[src/rtl/package_dispatcher_pkg.sv]
// Shared definitions for the packing-stage dispatcher: product codes,
// source count and the dispatch FSM state type.
package package_dispatcher_pkg;

    localparam int NUM_SRC = 5;

    localparam logic [2:0] CODE_NONE     = 3'd0;
    localparam logic [2:0] CODE_ALG_BAJO = 3'd1;
    localparam logic [2:0] CODE_POL_BAJO = 3'd2;
    localparam logic [2:0] CODE_ACR_BAJO = 3'd3;
    localparam logic [2:0] CODE_ALG_ALTO = 3'd4;
    localparam logic [2:0] CODE_ACR_ALTO = 3'd5;

    typedef enum logic [1:0] {
        IDLE  = 2'd0,
        PACK  = 2'd1,
        OFFER = 2'd2
    } state_t;

    // Counter index 0..4 maps onto product code 1..5.
    function automatic logic [2:0] src_to_code(input logic [2:0] idx);
        return idx + 3'd1;
    endfunction

endpackage

[src/rtl/package_dispatcher_code_fifo.sv]
// Product-code queue: synchronous push/pop on a circular buffer with an
// occupancy output. Push when full and pop when empty are ignored.
module code_fifo #(
    parameter  int DEPTH = 4,
    localparam int AW    = $clog2(DEPTH),
    localparam int LW    = AW + 1
) (
    input  logic          clk,
    input  logic          reset,
    input  logic          i_push,
    input  logic [2:0]    i_data,
    input  logic          i_pop,
    output logic [2:0]    o_data,
    output logic [LW-1:0] o_level
);

    logic [2:0]    r_mem [DEPTH];
    logic [AW-1:0] r_wr_ptr;
    logic [AW-1:0] r_rd_ptr;
    logic [LW-1:0] r_level;
    logic          w_do_push;
    logic          w_do_pop;

    assign w_do_push = i_push && (r_level != LW'(DEPTH));
    assign w_do_pop  = i_pop  && (r_level != '0);

    always_ff @(posedge clk) begin
        if (reset) begin
            r_wr_ptr <= '0;
            r_rd_ptr <= '0;
            r_level  <= '0;
        end else begin
            if (w_do_push) r_wr_ptr <= r_wr_ptr + 1'b1;
            if (w_do_pop)  r_rd_ptr <= r_rd_ptr + 1'b1;
            // Simultaneous push and pop leaves the level untouched.
            case ({w_do_push, w_do_pop})
                2'b10:   r_level <= r_level + 1'b1;
                2'b01:   r_level <= r_level - 1'b1;
                default: r_level <= r_level;
            endcase
        end
    end

    always_ff @(posedge clk) begin
        if (w_do_push) r_mem[r_wr_ptr] <= i_data;
    end

    assign o_data  = r_mem[r_rd_ptr];
    assign o_level = r_level;

endmodule

[src/rtl/package_dispatcher.sv]
// Packing dispatcher: round-robin grant of counter full flags into a code
// queue, then a timed pack cycle and a valid/ready offer per box.
module package_dispatcher
    import package_dispatcher_pkg::*;
#(
    parameter  int FIFO_DEPTH  = 4,
    parameter  int PACK_CYCLES = 8,
    parameter  int BOX_W       = 8,
    localparam int LVL_W       = $clog2(FIFO_DEPTH) + 1
) (
    input  logic             clk,
    input  logic             reset,
    input  logic [4:0]       co,
    output logic [4:0]       co_ack,
    output logic             packing,
    output logic             disp_valid,
    output logic [2:0]       disp_code,
    input  logic             disp_ready,
    output logic [LVL_W-1:0] fifo_level,
    output logic [BOX_W-1:0] box_cnt
);

    localparam int CNT_W = (PACK_CYCLES > 1) ? $clog2(PACK_CYCLES) : 1;

    logic [2:0]       r_ptr;
    logic [4:0]       r_mask_a;
    logic [4:0]       r_mask_b;
    logic [4:0]       r_ack;
    logic [4:0]       w_elig;
    logic             w_not_full;
    logic             w_grant_vld;
    logic [2:0]       w_grant_idx;
    logic [4:0]       w_grant_oh;
    logic [LVL_W-1:0] w_level;
    logic [2:0]       w_head;
    logic             w_pop;
    state_t           r_state;
    state_t           w_next_state;
    logic [CNT_W-1:0] r_cnt;
    logic [2:0]       r_code;
    logic [BOX_W-1:0] r_box_cnt;

    function automatic logic [BOX_W-1:0] sat_inc(input logic [BOX_W-1:0] v);
        return (&v) ? v : v + 1'b1;
    endfunction

    // A source stays masked for two cycles after its grant, covering the
    // counter's clear latency so the same full flag is never captured twice.
    assign w_not_full = (w_level < LVL_W'(FIFO_DEPTH));
    assign w_elig     = co & ~(r_mask_a | r_mask_b) & {NUM_SRC{w_not_full}};

    always_comb begin
        w_grant_vld = 1'b0;
        w_grant_idx = 3'd0;
        for (int k = 0; k < NUM_SRC; k++) begin
            int s;
            s = int'(r_ptr) + k;
            if (s >= NUM_SRC) s = s - NUM_SRC;
            if (!w_grant_vld && w_elig[s]) begin
                w_grant_vld = 1'b1;
                w_grant_idx = 3'(s);
            end
        end
    end

    assign w_grant_oh = w_grant_vld ? (5'd1 << w_grant_idx) : 5'd0;

    always_ff @(posedge clk) begin
        if (reset) begin
            r_ptr    <= 3'd0;
            r_mask_a <= '0;
            r_mask_b <= '0;
            r_ack    <= '0;
        end else begin
            r_ack    <= w_grant_oh;
            r_mask_a <= w_grant_oh;
            r_mask_b <= r_mask_a;
            if (w_grant_vld)
                r_ptr <= (w_grant_idx == 3'd4) ? 3'd0 : w_grant_idx + 3'd1;
        end
    end

    code_fifo #(
        .DEPTH (FIFO_DEPTH)
    ) u_fifo (
        .clk     (clk),
        .reset   (reset),
        .i_push  (w_grant_vld),
        .i_data  (src_to_code(w_grant_idx)),
        .i_pop   (w_pop),
        .o_data  (w_head),
        .o_level (w_level)
    );

    always_ff @(posedge clk) begin
        if (reset) r_state <= IDLE;
        else       r_state <= w_next_state;
    end

    always_comb begin
        w_next_state = r_state;
        case (r_state)
            IDLE:    if (w_level != '0)  w_next_state = PACK;
            PACK:    if (r_cnt == '0)    w_next_state = OFFER;
            OFFER:   if (disp_ready)     w_next_state = IDLE;
            default: w_next_state = IDLE;
        endcase
    end

    always_comb begin
        w_pop      = (r_state == IDLE) && (w_level != '0);
        packing    = (r_state == PACK);
        disp_valid = (r_state == OFFER);
        disp_code  = (r_state == OFFER) ? r_code : CODE_NONE;
    end

    always_ff @(posedge clk) begin
        if (reset) begin
            r_cnt <= '0;
        end else if (w_pop) begin
            r_cnt <= CNT_W'(PACK_CYCLES - 1);
        end else if (r_state == PACK && r_cnt != '0) begin
            r_cnt <= r_cnt - 1'b1;
        end
    end

    always_ff @(posedge clk) begin
        if (w_pop) r_code <= w_head;
    end

    always_ff @(posedge clk) begin
        if (reset)
            r_box_cnt <= '0;
        else if (r_state == OFFER && disp_ready)
            r_box_cnt <= sat_inc(r_box_cnt);
    end

    assign co_ack     = r_ack;
    assign fifo_level = w_level;
    assign box_cnt    = r_box_cnt;

endmodule

[config.mk]
export PLATFORM = sky130hd
export DESIGN_NAME = package_dispatcher
export DESIGN_NICKNAME = d
export VERILOG_FILES = /design/src/rtl/package_dispatcher_pkg.sv /design/src/rtl/package_dispatcher_code_fifo.sv /design/src/rtl/package_dispatcher.sv
export SDC_FILE = /design/constraint.sdc
export NUM_CORES = 1
export LEC_CHECK = 0
export BUFFER_PORTS_ARGS = -buffer_cell sky130_fd_sc_hd__buf_2
export CAP_MARGIN = 20
export CORE_ASPECT_RATIO = 0.9
export CORE_UTILIZATION = 40
export DETAILED_ROUTE_END_ITERATION = 7
export REMOVE_ABC_BUFFERS = 1
export SLEW_MARGIN = 30
export SYNTH_ARGS = -nofsm -noshare
export SYNTH_HDL_FRONTEND = slang
export SYNTH_HIERARCHICAL = 1
export SYNTH_SLANG_ARGS = --single-unit
export TNS_END_PERCENT = 5
[constraint.sdc]
create_clock -name clk -period 5.1 [get_ports clk]
set_input_delay 0 -clock clk [delete_from_list [all_inputs] [get_ports clk]]
set_output_delay 0 -clock clk [all_outputs]
set_load 0.02 [all_outputs]
== After elaboration in Yosys (flattened, before gate mapping) ==
Memories as Yosys holds them, arrays and structs flattened. A register that Yosys moved wholly into a read port is not among the register bits.
Index checks and enable logic that the tools add are counted.
W data, S select, Z words.

* Reduce and logical (&&, ||, !) cells: 23
* Shift-type cells: 1
* Equal/unequal tests: 9
* Add/sub/neg operators: 16
* Order comparisons: 11
* Muxes and demuxes: 41
* Bitwise gates (word level): 6

{| class="wikitable"
|+ Operator list
! kind !! number
|-
| $lt A32 B5 Y1 const B || 5
|-
| $mux W32 || 5
|-
| $mux W3 || 9
|-
| $sub A4 B3 Y5 const B || 4
|-
| $mux W1 || 17
|-
| $ge A4 B3 Y1 const B || 4
|-
| $bmux W1 S3 || 5
|-
| $and A5 B5 Y5 || 2
|-
| $logic_and A1 B1 Y1 || 9
|-
| $add A3 B2 Y4 const B || 2
|-
| $add A8 B1 Y8 const B || 1
|-
| $reduce_and A8 Y1 || 1
|-
| $add A3 B1 Y3 const B || 2
|-
| $mux W2 || 3
|-
| $pmux W2 S3 || 1
|-
| $pmux W3 S2 || 1
|-
| $reduce_bool A3 Y1 || 2
|-
| $sub A3 B1 Y3 const B || 2
|-
| $not A5 Y5 || 1
|-
| $or A5 B5 Y5 || 1
|-
| $shl A1 B3 Y5 const A || 1
|-
| $add A2 B1 Y2 const B || 2
|-
| $add A3 B1 Y4 const B || 1
|-
| $add A3 B3 Y4 const B || 1
|-
| other kinds (17) || 25
|}

* Memory bits (writable): 12
* Word-level logic and storage cells: 117
* Memories: 1
* Input bits: 8
* Flip-flop bits (word level): 33
* Output and inout bits: 21

{| class="wikitable"
|+ Memories
! name !! depth !! width !! rd ports !! clocked after memory_dff !! wr ports !! line !! source
|-
| u_fifo.r_mem || 4 || 3 || 1 || 1 || 1 || package_dispatcher_code_fifo.sv:17 || <nowiki>logic [2:0] r_mem [DEPTH];</nowiki>
|}

== Depth between registers and ports, before layout ==
* Word-level depth: 23
* Depth in mapped cells: 22
* Mapped depth without buffers: 20

== Hierarchy ==
Netlist, hierarchy kept.

{| class="wikitable"
|+ Modules (own cells, without submodules)
! module !! instances !! area an instance (um^2) !! cells an instance !! sequential area each (um^2)
|-
| package_dispatcher || 1 || 2376.0 || 274 || 610.6
|-
| code_fifo || 1 || 922.1 || 65 || 540.5
|}

== Least setup slack after synthesis ==
No wires, ideal clock.

* Path type: register -> register
* From: register r_ptr[0]
* To: register u_fifo.r_level[2] (netlist: u_fifo/o_level[2])
* Library setup time: 0.070 ns
* Stages on the path, launching flop included: 21
* Arrival: 4.208 ns
* Path slack: 0.822 ns
* Period minus slack after synthesis: 4.278 ns
* Path through: dfxtp_1 > inv_2 > ha_1 > buf_4 > inv_1 > a32o_1 > or2_2 > o211a_1 > a2111oi_2 > and4b_1 > buf_2 > inv_2 > inv_1 > a31oi_4 > inv_1 > ha_1 > inv_1 > fa_1 > xor2_1 > or3_1 > a21oi_1

* Word-level cells in the longest chain between the ends: 21
* Elaborated cells between the ends (all ways): 52
* Classes of those cells: add/sub: 9; order compare: 5; eq/ne: 2; mux: 26; reduce/logical: 10

{| class="wikitable"
|+ Ends and longest elaborated chain
! element !! line !! source
|-
| start: declaration || package_dispatcher.sv:25 || <nowiki>logic [2:0] r_ptr;</nowiki>
|-
| start signal: assignment || package_dispatcher.sv:79 || <nowiki>r_ptr <= (w_grant_idx == 3'd4) ? 3'd0 : w_grant_idx + 3'd1;</nowiki>
|-
| branches (longest 17 deep; another with $sub A4 B3 Y5) || -- ||
|-
| $mux W1 (*) || package_dispatcher.sv:59 || <nowiki>if (!w_grant_vld && w_elig[s]) begin</nowiki>
|-
| named net w_grant_vld || package_dispatcher.sv:31 || <nowiki>logic w_grant_vld;</nowiki>
|-
| $logic_and A1 B1 Y1 (*) || package_dispatcher_code_fifo.sv:24 || <nowiki>assign w_do_push = i_push && (r_level != LW'(DEPTH));</nowiki>
|-
| $eq A2 B1 Y1 / $eq A2 B2 Y1 (equally long branches) || package_dispatcher_code_fifo.sv:36 || <nowiki>case ({w_do_push, w_do_pop})</nowiki>
|-
| $pmux W3 S2 / $reduce_bool A2 Y1 (equally long branches) || -- ||
|-
| end signal: assignment || package_dispatcher_code_fifo.sv:37 || <nowiki>2'b10: r_level <= r_level + 1'b1;</nowiki>
|-
| end signal: assignment || package_dispatcher_code_fifo.sv:38 || <nowiki>2'b01: r_level <= r_level - 1'b1;</nowiki>
|-
| end signal: assignment || package_dispatcher_code_fifo.sv:39 || <nowiki>default: r_level <= r_level;</nowiki>
|-
| end: declaration || package_dispatcher_code_fifo.sv:20 || <nowiki>logic [LW-1:0] r_level;</nowiki>
|}

Mark *: on every way through the listed nets, which the timed path passes. The select of a mux whose other input is x is not followed.
A chain may end at the register's enable or synchronous reset.

== Final worst setup path ==
* From: register r_ptr[2]
* To: register u_fifo.r_level[2] (netlist: u_fifo/o_level[2])

Same word-level chain as after synthesis.

==> summary.md <==
| Metric | Value |
|---|---|
| Post_cts resized | `0` |
| Crit path from | `r_ptr[2]$_SDFFE_PP0P_` |
| Commonest non-fill, non-tap cell in the layout | `dfxtp_1` |
| CTS tree | `built` |
| CTS Buf Count | `5` |
| Placed wire-length estimate | `5490 um` |
| Via count | `2616` |
| Max Freq | `215 MHz` |
| Async SR Flop Fraction | `0%` |
| Post-Syn Instances | `339` |
| Row count | `31` |
| Area share of the largest cell type after synthesis | `21.2%` |
| H-tree levels | `2` |
| Failing checks | `DRC` |
| Top Family by Delay on Critical Path | `simple AND/OR/NAND/NOR gates` |
| Core Area | `0.00803 mm2` |
| Global-route wire length before repair | `12000 um` |
| CP max-delay cell | `dfxtp_1` |
| Setup Crit Path Kind | `reg2reg` |
| Final min period | `4650 ps` |
| Arrival time at the worst endpoint | `4890 ps` |
| Relative slew slack | `60.0%` |
| CTS hold repair buffers | `0` |
| RSZ-0062 raised after global routing | `false` |
| CTS sink cnt | `50` |
| EDFF count, synth | `15` |
| Largest net degree at the start of global routing | `35` |
| Met3 usage | `4.07%` |
| Status | `finished with violations` |
| Die X | `97.7 um` |
| Slew @ Worst Pin | `591 ps` |
| Port Buffer Count | `28` |
| Max-cap violation count | `0` |
| Height of the die | `88.1 um` |
| RR Startpoint | `r_ptr[2]$_SDFFE_PP0P_` |
| Clk slew on worst S/H paths | `110 ps` |
| Final Hold Violating Endpoints | `0` |
| Crit-path cells | `inv_1 -> ha_1 -> a211oi_2 -> and2_1 -> o32ai_1 -> or3_1 -> a2111oi_2 -> and4b_1 -> inv_2 -> inv_1 -> a31oi_4 -> inv_1 -> ha_1 -> inv_1 -> fa_1 -> xor2_1 -> or3_1 -> a21oi_1` |
| Antenna Cells | `0` |
| Util after Layout | `45.8%` |
| Initial antenna violation count | `0` |
| Synth area leader | `dfxtp_1` |
| Vias per inst | `5.55` |
| Vias in the first global route | `2414` |
| Hold Crit Start | `disp_ready` |
| Initial core utilization | `41.1%` |
| Cell mode on critical path | `inv_1` |
| P&R area growth vs syn | `11.4%` |
| Final setup viols | `0` |
| Top-Level Pins | `29` |
| Worst Hold Class | `in2reg` |
| Share of layout cells above drive strength 1 | `20.4%` |
| Highest-count cells in the layout ignoring fill and taps | `dfxtp_1 (35), nor2_1 (32), buf_2 (28)` |
| Post-CTS Setup Repair Bufs | `0` |
| Startpoint types | `register` |
| Sequential element share of the synthesized area | `34.9%` |
| Buf+Inv Stages, Crit Path | `5` |
| Gpl congestion | `0.943` |
| Met1 Use GR | `24.4%` |
| Yosys warnings | `6` |
| DR DRC count | `6` |
| Average size of a mapped cell | `9.73 um2` |
| Top_reg_cell synth | `dfxtp_1` |
| CTS root buffer | `clkbuf_8` |
| GRT Max-Usage Layer | `met2` |
| Routed len/inst | `15.6 um` |
| Post-Syn Area | `0.00330 mm2` |
| Synth cell types | `72` |
| 1st-pass router iterations | `7` |
| Maximum fanout along the worst path | `15` |
| Slew Limit Fails | `0` |
| Die footprint | `0.00861 mm2` |
| Global route total overflow | `0` |
| Antenna-violating nets left | `0` |
| Biggest cell delay along the critical path | `720 ps` |
| Top cells by area, synth | `dfxtp_1 (21%), edfxtp_1 (14%), ha_1 (8.3%), mux2i_1 (4.2%), nor2_1 (3.6%)` |
| Clk Latency, worst-skew pair | `310 ps` |
| DRT iter0 DRCs | `205` |
| Setup Skew | `14.7 ps` |
| Routed WL | `7330 um` |
| GR Util met2 | `28.2%` |
| CP endpoint kind | `register` |
| Seq cells post-synth | `50` |
| CP required | `5340 ps` |
| Total negative slack | `0 ps` |
| Net count reported at finish | `402` |
| Setup slack, reg-to-reg | `450 ps` |
| Final cycle utilization of the critical path | `91.2%` |
| Gr usage total | `17.7%` |
| Max Buffers Root-to-Sink | `2` |
## sequential cells by signal, indices dropped and copies added, names as in the netlist, named ones only
name / cells
u_fifo/r_mem: 12
u_fifo/r_wr_ptr: 2
r_cnt: 3
co_ack: 5
r_state: 2
r_mask_b: 5
box_cnt: 8
r_code: 3
u_fifo/o_level: 3
r_ptr: 3
u_fifo/r_rd_ptr: 2
## worst register-to-register path, cell delays in order, from the launching register on
cell,delay (ps)
dfxtp_1,720
inv_1,180
ha_1,250
a211oi_2,390
and2_1,260
o32ai_1,120
or3_1,380
a2111oi_2,470
and4b_1,310
inv_2,70
inv_1,90
a31oi_4,60
inv_1,90
ha_1,180
inv_1,60
fa_1,370
xor2_1,160
or3_1,310
a21oi_1,150
## path summary, 6_finish.rpt
kind	cells after the start	end
hold / removal	4	r_state[1]$_SDFFE_PP0P_
setup / recovery	18	u_fifo/o_level[2]$_SDFFE_PP0P_
setup reg to reg	18	u_fifo/o_level[2]$_SDFFE_PP0P_
hold reg to reg	1	r_mask_b[2]$_SDFF_PP0_
## kinds of logic after synthesis
family / share of synthesized area, %
AOI/OAI and AO/OA: 16.2
adders and majority gates: 8.95
and+or+nand+nor: 22.1
muxes: 9.26
buffers and inverters: 4.36
xor gates and xnor gates: 4.21
DFF: 34.9
## synth_stat cells, drive strengths merged (2+ instances only)
cell     number
a2111oi       3
a21oi        17
o41ai         2
nand4         5
nor4          2
a211oi        4
nor2         32
nor2b        12
xor2         10
nor3b         2
o21bai        2
o211a         2
o22ai         6
o21ai        12
edfxtp       15
a31oi         3
ha           22
a21o          4
dfxtp        35
mux4          6
or3           6
nand2        17
nor4b         5
or4b          5
mux2          2
inv          21
nand2b        5
nor3         10
buf           7
clkbuf        4
and3          4
or2           2
xnor2         5
a22oi         3
nand3         4
mux2i        14
a32o          2
and2          9
o31a          3
## layout make-up
cell class / count / area [um2]
Inverter: 21 / 78.8
Fill cell: 755 / 4350
Clock buffer: 5 / 68.8
Clock inverter: 3 / 48.8
Timing Repair Buffer: 36 / 200
Multi-Input combinational cell: 257 / 2000
Sequential cell: 50 / 1150
Tap cell: 99 / 124
## per-stage QoR
stage	area (um2)	setup slack (ps)	hold slack, ps	std cells
floorplan	3230	332	69.1	328
finish	3670	446	15.4	471
global route	3670	127	71.7	471
CTS	3670	462	9.98	471
global placement	3560	710	329	463
detailed placement	3560	497	321	463
## per-layer routing
layer | vias to the layer above | routed length [um]
met2 | 70 | 3300
met4 | 0 | 55
li1 | 1312 | -
met3 | 4 | 385
met5 | - | 0
met1 | 1230 | 3590
Power is left out: the tool's default activity adds up to more than one toggle a clock period on the data nets, which glitch-free logic cannot reach.
